$ cat config.mk
export PLATFORM = sky130hd
export DESIGN_NAME = fill_seq_ctrl
export DESIGN_NICKNAME = d
export VERILOG_FILES = /design/src/rtl/fill_seq_ctrl_pkg.sv /design/src/rtl/fill_seq_ctrl_bcd_cnt2.sv /design/src/rtl/fill_seq_ctrl.sv
export SDC_FILE = /design/constraint.sdc
export NUM_CORES = 1
export LEC_CHECK = 0
export CAP_MARGIN = 20
export CELL_PAD_IN_SITES_DETAIL_PLACEMENT = 2
export CELL_PAD_IN_SITES_GLOBAL_PLACEMENT = 2
export CORE_ASPECT_RATIO = 0.9
export CORE_MARGIN = 2
export CORE_UTILIZATION = 35
export CTS_BUF_LIST = sky130_fd_sc_hd__clkbuf_8
export CTS_CLUSTER_SIZE = 40
export DETAILED_ROUTE_END_ITERATION = 8
export PLACE_DENSITY = 0.82
export SLEW_MARGIN = 25
export SYNTH_ARGS = -nofsm -noshare
export SYNTH_HDL_FRONTEND = slang
export SYNTH_SLANG_ARGS = --single-unit
$ cat constraint.sdc
create_clock -name CLK -period 3.2 [get_ports CLK]
set_input_delay 0.48 -clock CLK [delete_from_list [all_inputs] [get_ports CLK]]
set_output_delay 0.48 -clock CLK [all_outputs]
set_load 0.01 [all_outputs]
$ cat src/rtl/fill_seq_ctrl_pkg.sv
// rtl/fill_seq_ctrl_pkg.sv - shared state encoding and BCD types for the filling sequencer
package fill_seq_ctrl_pkg;

    typedef enum logic [2:0] {
        ST_IDLE     = 3'd0,
        ST_WAIT_BOT = 3'd1,
        ST_FILL     = 3'd2,
        ST_SETTLE   = 3'd3,
        ST_BOX_FULL = 3'd4,
        ST_ALL_FULL = 3'd5,
        ST_PAUSE    = 3'd6
    } fill_state_t;

    typedef logic [3:0] bcd_digit_t;

    function automatic logic bcd2_is_zero(input bcd_digit_t h, input bcd_digit_t l);
        return (h == 4'd0) && (l == 4'd0);
    endfunction

endpackage

$ cat src/rtl/fill_seq_ctrl_bcd_cnt2.sv
// rtl/fill_seq_ctrl_bcd_cnt2.sv - two-digit BCD counter with clear, increment and equality compare
module bcd_cnt2
    import fill_seq_ctrl_pkg::*;
(
    input  logic       clk,
    input  logic       rst_n,
    input  logic       clr,
    input  logic       inc,
    input  bcd_digit_t cmp_h,
    input  bcd_digit_t cmp_l,
    output bcd_digit_t q_h,
    output bcd_digit_t q_l,
    output logic       eq
);

    // Saturates at 99; the configured limits never exceed that.
    always_ff @(posedge clk or negedge rst_n) begin
        if (!rst_n) begin
            q_h <= '0;
            q_l <= '0;
        end else if (clr) begin
            q_h <= '0;
            q_l <= '0;
        end else if (inc) begin
            if (q_l != 4'd9) begin
                q_l <= q_l + 4'd1;
            end else if (q_h != 4'd9) begin
                q_l <= '0;
                q_h <= q_h + 4'd1;
            end
        end
    end

    assign eq = (q_h == cmp_h) && (q_l == cmp_l);

endmodule

$ cat src/rtl/fill_seq_ctrl.sv
// rtl/fill_seq_ctrl.sv - bottle filling sequencer: conveyor, nozzle valve, bottle/box BCD counts
module fill_seq_ctrl
    import fill_seq_ctrl_pkg::*;
#(
    parameter int DOSE_W     = 8,
    parameter int SETTLE_CYC = 4
) (
    input  logic              CLK,
    input  logic              RST_n,
    input  logic              start,
    input  logic              stop,
    input  logic              conti,
    input  logic              bot_sense,
    input  logic              flow_tick,
    input  logic [DOSE_W-1:0] dose,
    input  logic [3:0]        per_box_h,
    input  logic [3:0]        per_box_l,
    input  logic [3:0]        box_max_h,
    input  logic [3:0]        box_max_l,
    output logic              valve,
    output logic              conveyor,
    output logic [3:0]        now_h,
    output logic [3:0]        now_l,
    output logic [3:0]        box_h,
    output logic [3:0]        box_l,
    output logic              box_full,
    output logic              all_full,
    output logic              busy,
    output logic [2:0]        state
);

    localparam int SET_W = (SETTLE_CYC > 1) ? $clog2(SETTLE_CYC) : 1;
    localparam logic [SET_W-1:0] SETTLE_LAST = SET_W'(SETTLE_CYC - 1);

    fill_state_t       st_q, st_d, ret_q, ret_d;
    logic [DOSE_W-1:0] dose_lat_q, dose_cnt_q, dose_cnt_d;
    logic [DOSE_W:0]   dose_sum;
    logic              dose_done;
    bcd_digit_t        per_box_lat_h, per_box_lat_l, box_max_lat_h, box_max_lat_l;
    logic [SET_W-1:0]  settle_q, settle_d;
    logic              cfg_ok, cfg_load;
    logic              now_clr, now_inc, now_eq;
    logic              box_clr, box_inc, box_eq;

    assign cfg_ok = (dose != '0) && !bcd2_is_zero(per_box_h, per_box_l)
                    && !bcd2_is_zero(box_max_h, box_max_l);

    // One bit wider so a count already at dose plus a tick cannot wrap.
    assign dose_sum  = {1'b0, dose_cnt_q} + (DOSE_W + 1)'(flow_tick);
    assign dose_done = (dose_sum >= {1'b0, dose_lat_q});

    always_comb begin
        st_d       = st_q;
        ret_d      = ret_q;
        dose_cnt_d = dose_cnt_q;
        settle_d   = settle_q;
        cfg_load   = 1'b0;
        now_clr    = 1'b0;
        now_inc    = 1'b0;
        box_clr    = 1'b0;
        box_inc    = 1'b0;
        case (st_q)
            ST_IDLE, ST_ALL_FULL: begin
                if (start && cfg_ok) begin
                    cfg_load   = 1'b1;
                    now_clr    = 1'b1;
                    box_clr    = 1'b1;
                    dose_cnt_d = '0;
                    settle_d   = '0;
                    st_d       = ST_WAIT_BOT;
                end
            end
            ST_WAIT_BOT: begin
                if (stop) begin
                    ret_d = ST_WAIT_BOT;
                    st_d  = ST_PAUSE;
                end else if (bot_sense) begin
                    st_d = ST_FILL;
                end
            end
            ST_FILL: begin
                if (stop) begin
                    // The tick arriving with stop still counts; completion waits for resume.
                    ret_d      = ST_FILL;
                    st_d       = ST_PAUSE;
                    dose_cnt_d = dose_done ? dose_lat_q : dose_sum[DOSE_W-1:0];
                end else if (dose_done) begin
                    dose_cnt_d = '0;
                    now_inc    = 1'b1;
                    st_d       = ST_SETTLE;
                end else begin
                    dose_cnt_d = dose_sum[DOSE_W-1:0];
                end
            end
            ST_SETTLE: begin
                if (stop) begin
                    ret_d = ST_SETTLE;
                    st_d  = ST_PAUSE;
                end else if (settle_q == SETTLE_LAST) begin
                    settle_d = '0;
                    if (now_eq) begin
                        box_inc = 1'b1;
                        st_d    = ST_BOX_FULL;
                    end else begin
                        st_d = ST_WAIT_BOT;
                    end
                end else begin
                    settle_d = settle_q + SET_W'(1);
                end
            end
            ST_BOX_FULL: begin
                if (box_eq) begin
                    st_d = ST_ALL_FULL;
                end else if (conti) begin
                    now_clr = 1'b1;
                    st_d    = ST_WAIT_BOT;
                end
            end
            ST_PAUSE: begin
                if (!stop) st_d = ret_q;
            end
            default: st_d = ST_IDLE;
        endcase
    end

    always_ff @(posedge CLK or negedge RST_n) begin
        if (!RST_n) begin
            st_q          <= ST_IDLE;
            ret_q         <= ST_IDLE;
            dose_cnt_q    <= '0;
            settle_q      <= '0;
            dose_lat_q    <= '0;
            per_box_lat_h <= '0;
            per_box_lat_l <= '0;
            box_max_lat_h <= '0;
            box_max_lat_l <= '0;
            valve         <= 1'b0;
            conveyor      <= 1'b0;
            box_full      <= 1'b0;
            all_full      <= 1'b0;
            busy          <= 1'b0;
        end else begin
            st_q       <= st_d;
            ret_q      <= ret_d;
            dose_cnt_q <= dose_cnt_d;
            settle_q   <= settle_d;
            if (cfg_load) begin
                dose_lat_q    <= dose;
                per_box_lat_h <= per_box_h;
                per_box_lat_l <= per_box_l;
                box_max_lat_h <= box_max_h;
                box_max_lat_l <= box_max_l;
            end
            // Decoded from the next state so each flag lines up with the state register.
            valve    <= (st_d == ST_FILL);
            conveyor <= (st_d == ST_WAIT_BOT);
            box_full <= (st_d == ST_BOX_FULL);
            all_full <= (st_d == ST_ALL_FULL);
            busy     <= (st_d != ST_IDLE) && (st_d != ST_ALL_FULL);
        end
    end

    assign state = st_q;

    bcd_cnt2 u_now_cnt (
        .clk   (CLK),
        .rst_n (RST_n),
        .clr   (now_clr),
        .inc   (now_inc),
        .cmp_h (per_box_lat_h),
        .cmp_l (per_box_lat_l),
        .q_h   (now_h),
        .q_l   (now_l),
        .eq    (now_eq)
    );

    bcd_cnt2 u_box_cnt (
        .clk   (CLK),
        .rst_n (RST_n),
        .clr   (box_clr),
        .inc   (box_inc),
        .cmp_h (box_max_lat_h),
        .cmp_l (box_max_lat_l),
        .q_h   (box_h),
        .q_l   (box_l),
        .eq    (box_eq)
    );

endmodule

# Yosys cells after proc, flatten, opt, wreduce, memory -nomap -nowiden
# Index checks and enable logic that the tools add are counted.
totals:
  ff_bits: 61
  output_inout_bits: 24
classes:
  n_addsub: 6
  n_mux: 53
  eq_ne: 27
  n_reduce_logical: 34
  magnitude_cmp: 1
op_table:
  columns: ["operator", "count"]
  rows:
  - ["two-way mux 4 bit", 16]
  - ["two-way mux 3 bit", 14]
  - ["two-way mux 8 bit", 4]
  - ["one-hot mux 3 bit (6 select lines)", 1]
  - ["adder 4 x 1 -> 4 bit (second input constant)", 4]
  - ["== test 4 bit", 4]
  - ["logical NOT 4 bit", 4]
  - ["inequality test 4 bit (second input constant)", 4]
  - ["one-hot mux 8 bit (2 select lines)", 1]
  - ["== test 3 bit (second input constant)", 5]
  - ["inequality test 2 bit (second input constant)", 7]
  - ["nonzero test 2 bit", 6]
  - ["nonzero test 3 bit", 4]
  - ["two-way mux 1 bit", 11]
  - ["adder 8 x 1 -> 9 bit", 1]
  - ["== test 3 x 2 -> 1 bit (second input constant)", 3]
  - [">= comparator 9 x 8 -> 1 bit", 1]
  - ["one-hot mux 3 bit (3 select lines)", 1]
  - ["AND reduction 3 bit", 3]
  - ["logical AND 1 bit", 8]
  - ["nonzero test 8 bit", 1]
  - ["== test 3 x 1 -> 1 bit (second input constant)", 2]
  - ["two-way mux 2 bit", 3]
  - ["AND reduction 2 bit", 3]
  - ["9 further kinds", 10]

# Longest topological paths before layout
logic_depth:
  word_depth: 10
  mapped_depth: 14
  mapped_depth_nobuf: 13

# Cells and area by module
# Synthesis repeated with hierarchy kept, for this count alone.
unflattened:
  cells_unflattened: 350
  hier_area_um2: 3642.2
modules_own_cells:
  columns: ["module", "cells_per_inst", "area_per_inst_um2", "instances"]
  rows:
  - ["fill_seq_ctrl", 224, 2461.1, 1]
  - ["bcd_cnt2 (u_now_cnt)", 64, 593.1, 1]
  - ["bcd_cnt2 (u_box_cnt)", 62, 588.1, 1]

# Least setup slack after synthesis
# Ideal clock, no wire load.
synth_path:
  path_kind: "input-to-reg"
  start: "in flow_tick"
  end: "reg u_now_cnt.q_h[1]"
  path_buffers: 1
  setup_slack_ns: 0.129
  t_required_ns: 3.106
  t_arrival_ns: 2.977
  stages: 13
  cell_sequence: "ha_1 > ha_1 > and3_1 > and3_1 > xor2_1 > ha_1 > nand3_1 > or2_2 > o211ai_2 > buf_4 > and3_1 > nor2_1 > a211oi_1"
synth_via:
  elab_chain_cells: 7
synth_lines:
  columns: ["item", "line_no", "text"]
  rows:
  - ["from (decl)", "fill_seq_ctrl.sv:14", "input logic flow_tick,"]
  - ["adder 8 x 1 -> 9 bit", "fill_seq_ctrl.sv:49", "assign dose_sum = {1'b0, dose_cnt_q} + (DOSE_W + 1)'(flow_tick);"]
  - [">= comparator 9 x 8 -> 1 bit", "fill_seq_ctrl.sv:50", "assign dose_done = (dose_sum >= {1'b0, dose_lat_q});"]
  - ["two-way mux 1 bit", "fill_seq_ctrl.sv:87", "end else if (dose_done) begin"]
  - ["two-way mux 1 bit", "fill_seq_ctrl.sv:82", "if (stop) begin"]
  - ["two-way mux 1 bit", "fill_seq_ctrl.sv:62", "case (st_q)"]
  - ["nonzero test 2 bit (no line)", null, null]
  - ["AND reduction 3 bit (no line)", null, null]
  - ["to (signal assigned)", "fill_seq_ctrl_bcd_cnt2.sv:29", "q_h <= q_h + 4'd1;"]
  - ["to (decl)", "fill_seq_ctrl_bcd_cnt2.sv:11", "output bcd_digit_t q_h,"]
# Every way passes these cells.
# A chain may end at the register's enable or synchronous reset.

# Final worst setup path
layout_path:
  start: "reg dose_cnt_q[0]"
  end: "reg u_now_cnt.q_h[1]"
layout_via:
  elab_chain_cells: 7
layout_lines:
  columns: ["item", "line_no", "text"]
  rows:
  - ["from (decl)", "fill_seq_ctrl.sv:36", "logic [DOSE_W-1:0] dose_lat_q, dose_cnt_q, dose_cnt_d;"]
  - ["from (signal assigned)", "fill_seq_ctrl.sv:145", "dose_cnt_q <= dose_cnt_d;"]
  - ["adder 8 x 1 -> 9 bit", "fill_seq_ctrl.sv:49", null]
  - [">= comparator 9 x 8 -> 1 bit", "fill_seq_ctrl.sv:50", null]
  - ["two-way mux 1 bit", "fill_seq_ctrl.sv:87", null]
  - ["two-way mux 1 bit", "fill_seq_ctrl.sv:82", null]
  - ["two-way mux 1 bit", "fill_seq_ctrl.sv:62", null]
  - ["nonzero test 2 bit (no line)", null, null]
  - ["AND reduction 3 bit (no line)", null, null]
# Every way passes these cells.

==> summary.txt <==
Worst setup path
  • Slowest-stage cell, CP: dfrtp_1
  • Worst setup EP type: register
  • CP max FO: 8
  • Setup crit start kind: register
  • CP Class: reg2reg
  • CP delay by family, top: simple AND/OR/NAND/NOR gates
  • Crit path DAT: 3.37 ns
  • Critical Path RT: 3.47 ns
  • Crit-path max cell delay: 0.42 ns
  • Bufs and invs on worst path: 2
  • CP cell instances: ha_4, ha_4, and3_4, and3_4, xor2_2, ha_4, nand3_2, buf_4, o22ai_1, nor2_2, o211ai_4, buf_6, and3_1, nor2_1, a211oi_2
  • Most used cell, CP: ha_4

Global routing
  • Gr ovfl total: 0
  • Global-route wire length before repair: 19.58 mm
  • Total track usage: 24.77%
  • Number of global-route vias before repair: 3,494
  • Initial antenna violation count: 0
  • Largest net degree at the start of global routing: 48

Pwr
  • Logic pwr share: 46.3%
  • Leakage power: 1.938 nW
  • Peak VDD IR: 0.0003759 V
  • Psw: 1.486 mW
  • Clock power frac: 17.7%
  • Seq pwr share: 36.0%
  • Switching Fraction: 42.54%
  • Pwr/cell area: 771.8 mW/mm²
  • Pint: 2.006 mW
  • Final Power: 3.492 mW

Yosys
  • Sequential area share after synthesis: 44.04%
  • EDFF count, synth: 0
  • Async set-or-reset flop fraction in the synthesized netlist: 100.0%
  • Synthesized cell area: between 0.003 and 0.004 mm²
  • Synth Net Count: 391
  • Synthesis Warnings: 0
  • Yosys cell types: 51
  • Synth Area per Inst: 9.940 µm²
  • Cells after Synth: 343
  • Synth Register Bits: 60
  • Post-synth top flop: dfrtp_1

Die
  • Initial core utilization: roughly 36%
  • Die Footprint: 0.01055 mm²
  • Die width: 108.0 µm
  • CORE AREA: 0.009572 mm²
  • Die height: 97.64 µm
  • Ports: 55
  • Row count: 34

Timing
  • Clock skew: 0.01342 ns
  • Worst Tran Pin Value: 0.7454 ns
  • Highest Clock Rate: 322.7 MHz
  • Max Transition Viols Final: 0
  • Final setup vio count: 0
  • Period utilization: 96.83%
  • Final hold vios: 0
  • Max_slew headroom: 49.97%
  • Final min period: approximately 3.1 ns
  • Smallest hold slack: 0.1435 ns

CTS
  • Clock Path Buffers: 2
  • Clock Root Buffer: clkbuf_8
  • Worst-path clk slew: 0.08 ns
  • CTS Buf Count: 9
  • Clock sinks: 60
  • H-tree Lvls: 3
  • TritonCTS clock tree: done
  • Clk Latency, worst-skew pair: 0.36 ns

Cells and area
  • Finished Layout Cells: 550
  • Final core occ: 47.27%
  • Layout cells sized above 1: 20.05%
  • Antenna diodes: 0
  • Area growth syn-to-layout: 32.70%
  • Layout Nets: 467

Place
  • Post-DP HPWL: 7.688 mm
  • RePlAce Congestion: between 0.8 and 0.9
  • Buffers on Ports: between 50 and 60
  • Number of instances in the placed design: 527

Route
  • WL per Instance: between 20 and 25 µm
  • Routed wire length: 12.06 mm
  • Drt first pass iters: 4
  • Routed Antenna Nets: 0
  • Vias per cell: 5.415
  • DRC viols: 0
  • Initial drt markers: 100
  • Routed via count: 2,978

Flow run
  • Maximum Capacitance Violations: 0

Status
  • Outcome: finished clean

Worst hold path
  • HP Class: in2async
cell usage after synthesis (all sizes together) (6+ instances only):
cell	number	area [µm²]
and3	10	62.56
a21oi	14	70.07
nor2	25	93.84
inv	24	90.09
nand3	10	55.05
nand2	34	127.6
dfrtp	60	1501
o21ai	18	90.09
ha	17	212.7
xnor2	16	140.1
nor4	9	92.59
mux2	17	191.4
xor2	15	131.4
buf	6	38.79
cell families (layout without fill, tap and decap cells):
family / after synthesis / count (layout) / share of synthesized area, %
DFF: 60 / 60 / 44.04
buffers and inverters: 35 / 116 / 4.331
xor gates and xnor gates: 31 / 31 / 7.963
muxes: 19 / 19 / 6.202
adders and majority gates: 17 / 17 / 6.238
and+or+nand+nor: 120 / 120 / 18.79
AOI/OAI and AO/OA: 61 / 61 / 12.44
per-layer routing:
layer,global-route usage (%),up-vias,wire (µm)
li1,-,1355,-
met5,0,-,0
met3,4.494,21,417
met4,9.763,0,272
met1,29.89,1535,4928
met2,43.25,67,6440
worst register-to-register path, stage by stage, from the launching register on:
cell      delay [ns]
dfrtp_1         0.42
ha_4            0.19
ha_4            0.15
and3_4          0.18
and3_4          0.19
xor2_2          0.16
ha_4            0.29
nand3_2         0.09
buf_4           0.14
o22ai_1         0.20
nor2_2          0.11
o211ai_4        0.14
buf_6           0.19
and3_1          0.25
nor2_1          0.10
a211oi_2        0.20
stage by stage:
step / setup TNS, ns / cell area [µm²] / setup slack (ns)
final: 0 / 4524 / 0.1015
after global placement: -7.203 / 4158 / -0.4289
after floorplan: 0 / 3410 / 0.1292
after detailed placement: -9.313 / 4160 / -0.5278
after global routing: -0.02813 / 4524 / -0.01633
after CTS: 0 / 4474 / 0.07934
worst paths after layout:
check                         startpoint               end  slack (ns)  cells after the start
min reg2reg                     ret_q[1]          ret_q[1]        0.49                      2
max                        dose_cnt_q[0]  u_now_cnt.q_h[1]        0.10                     15
max reg2reg                dose_cnt_q[0]  u_now_cnt.q_h[1]        0.10                     15
min                                RST_n  u_box_cnt.q_h[0]        0.14                      1
min in group CLK                ret_q[1]          ret_q[1]        0.49                      2
max in group asynchronous          RST_n  u_now_cnt.q_h[3]        2.41                      2
cell usage in the layout (no fill, tap or decap), types with 4 or more instances in the layout:
cell type	instances
nor3_1	5
o2bb2ai_1	5
o21ai_1	7
and3_4	4
nand3b_1	4
clkdlybuf4s50_1	52
nand3_1	6
xor2_1	14
inv_1	25
clkbuf_8	9
xnor2_1	15
o21ai_0	11
a21oi_1	11
and3_1	6
mux2_2	17
nand2_1	33
buf_4	22
nor2_1	24
o22ai_1	4
nor4_1	6
dfrtp_1	60
nand4_1	4
ha_1	14
what timing repair did:
action / in CTS / in global routing
pin swaps: 8 / 5
hold buffers: 0 / 0
gates resized for setup: 23 / 10
setup buffers: 7 / 0
setup endpoints to repair: 21 / 13
final cells by class:
type	count	area (µm²)
flip-flops and latches	60	1501
well taps	126	157.7
clock buffers	9	123.9
fillers	990	5047
multi-input cells	248	1901
inverters	24	90.09
repair buffers	76	705.7
clock inverters	7	45.04
power groups by stage:
stage,Sequential (mW),Clock (mW),Combinational [mW]
final,1.26,0.618,1.62
after detailed placement,1.24,0,1.41
after CTS,1.24,0.626,1.53
after global routing,1.29,0.663,1.77
after global placement,1.23,0,1.32
after floorplan,1.17,0,0.931
registers in the layout, indices dropped and copies added, names as in the netlist:
signal	cells
per_box_lat_h	4
dose_lat_q	8
state	3
all_full	1
settle_q	2
u_box_cnt.q_h	4
box_max_lat_l	4
u_now_cnt.q_h	4
box_max_lat_h	4
u_box_cnt.q_l	4
ret_q	2
box_full	1
per_box_lat_l	4
valve	1
busy	1
u_now_cnt.q_l	4
conveyor	1
dose_cnt_q	8
No activity file was read; power rests on OpenSTA's default activity.
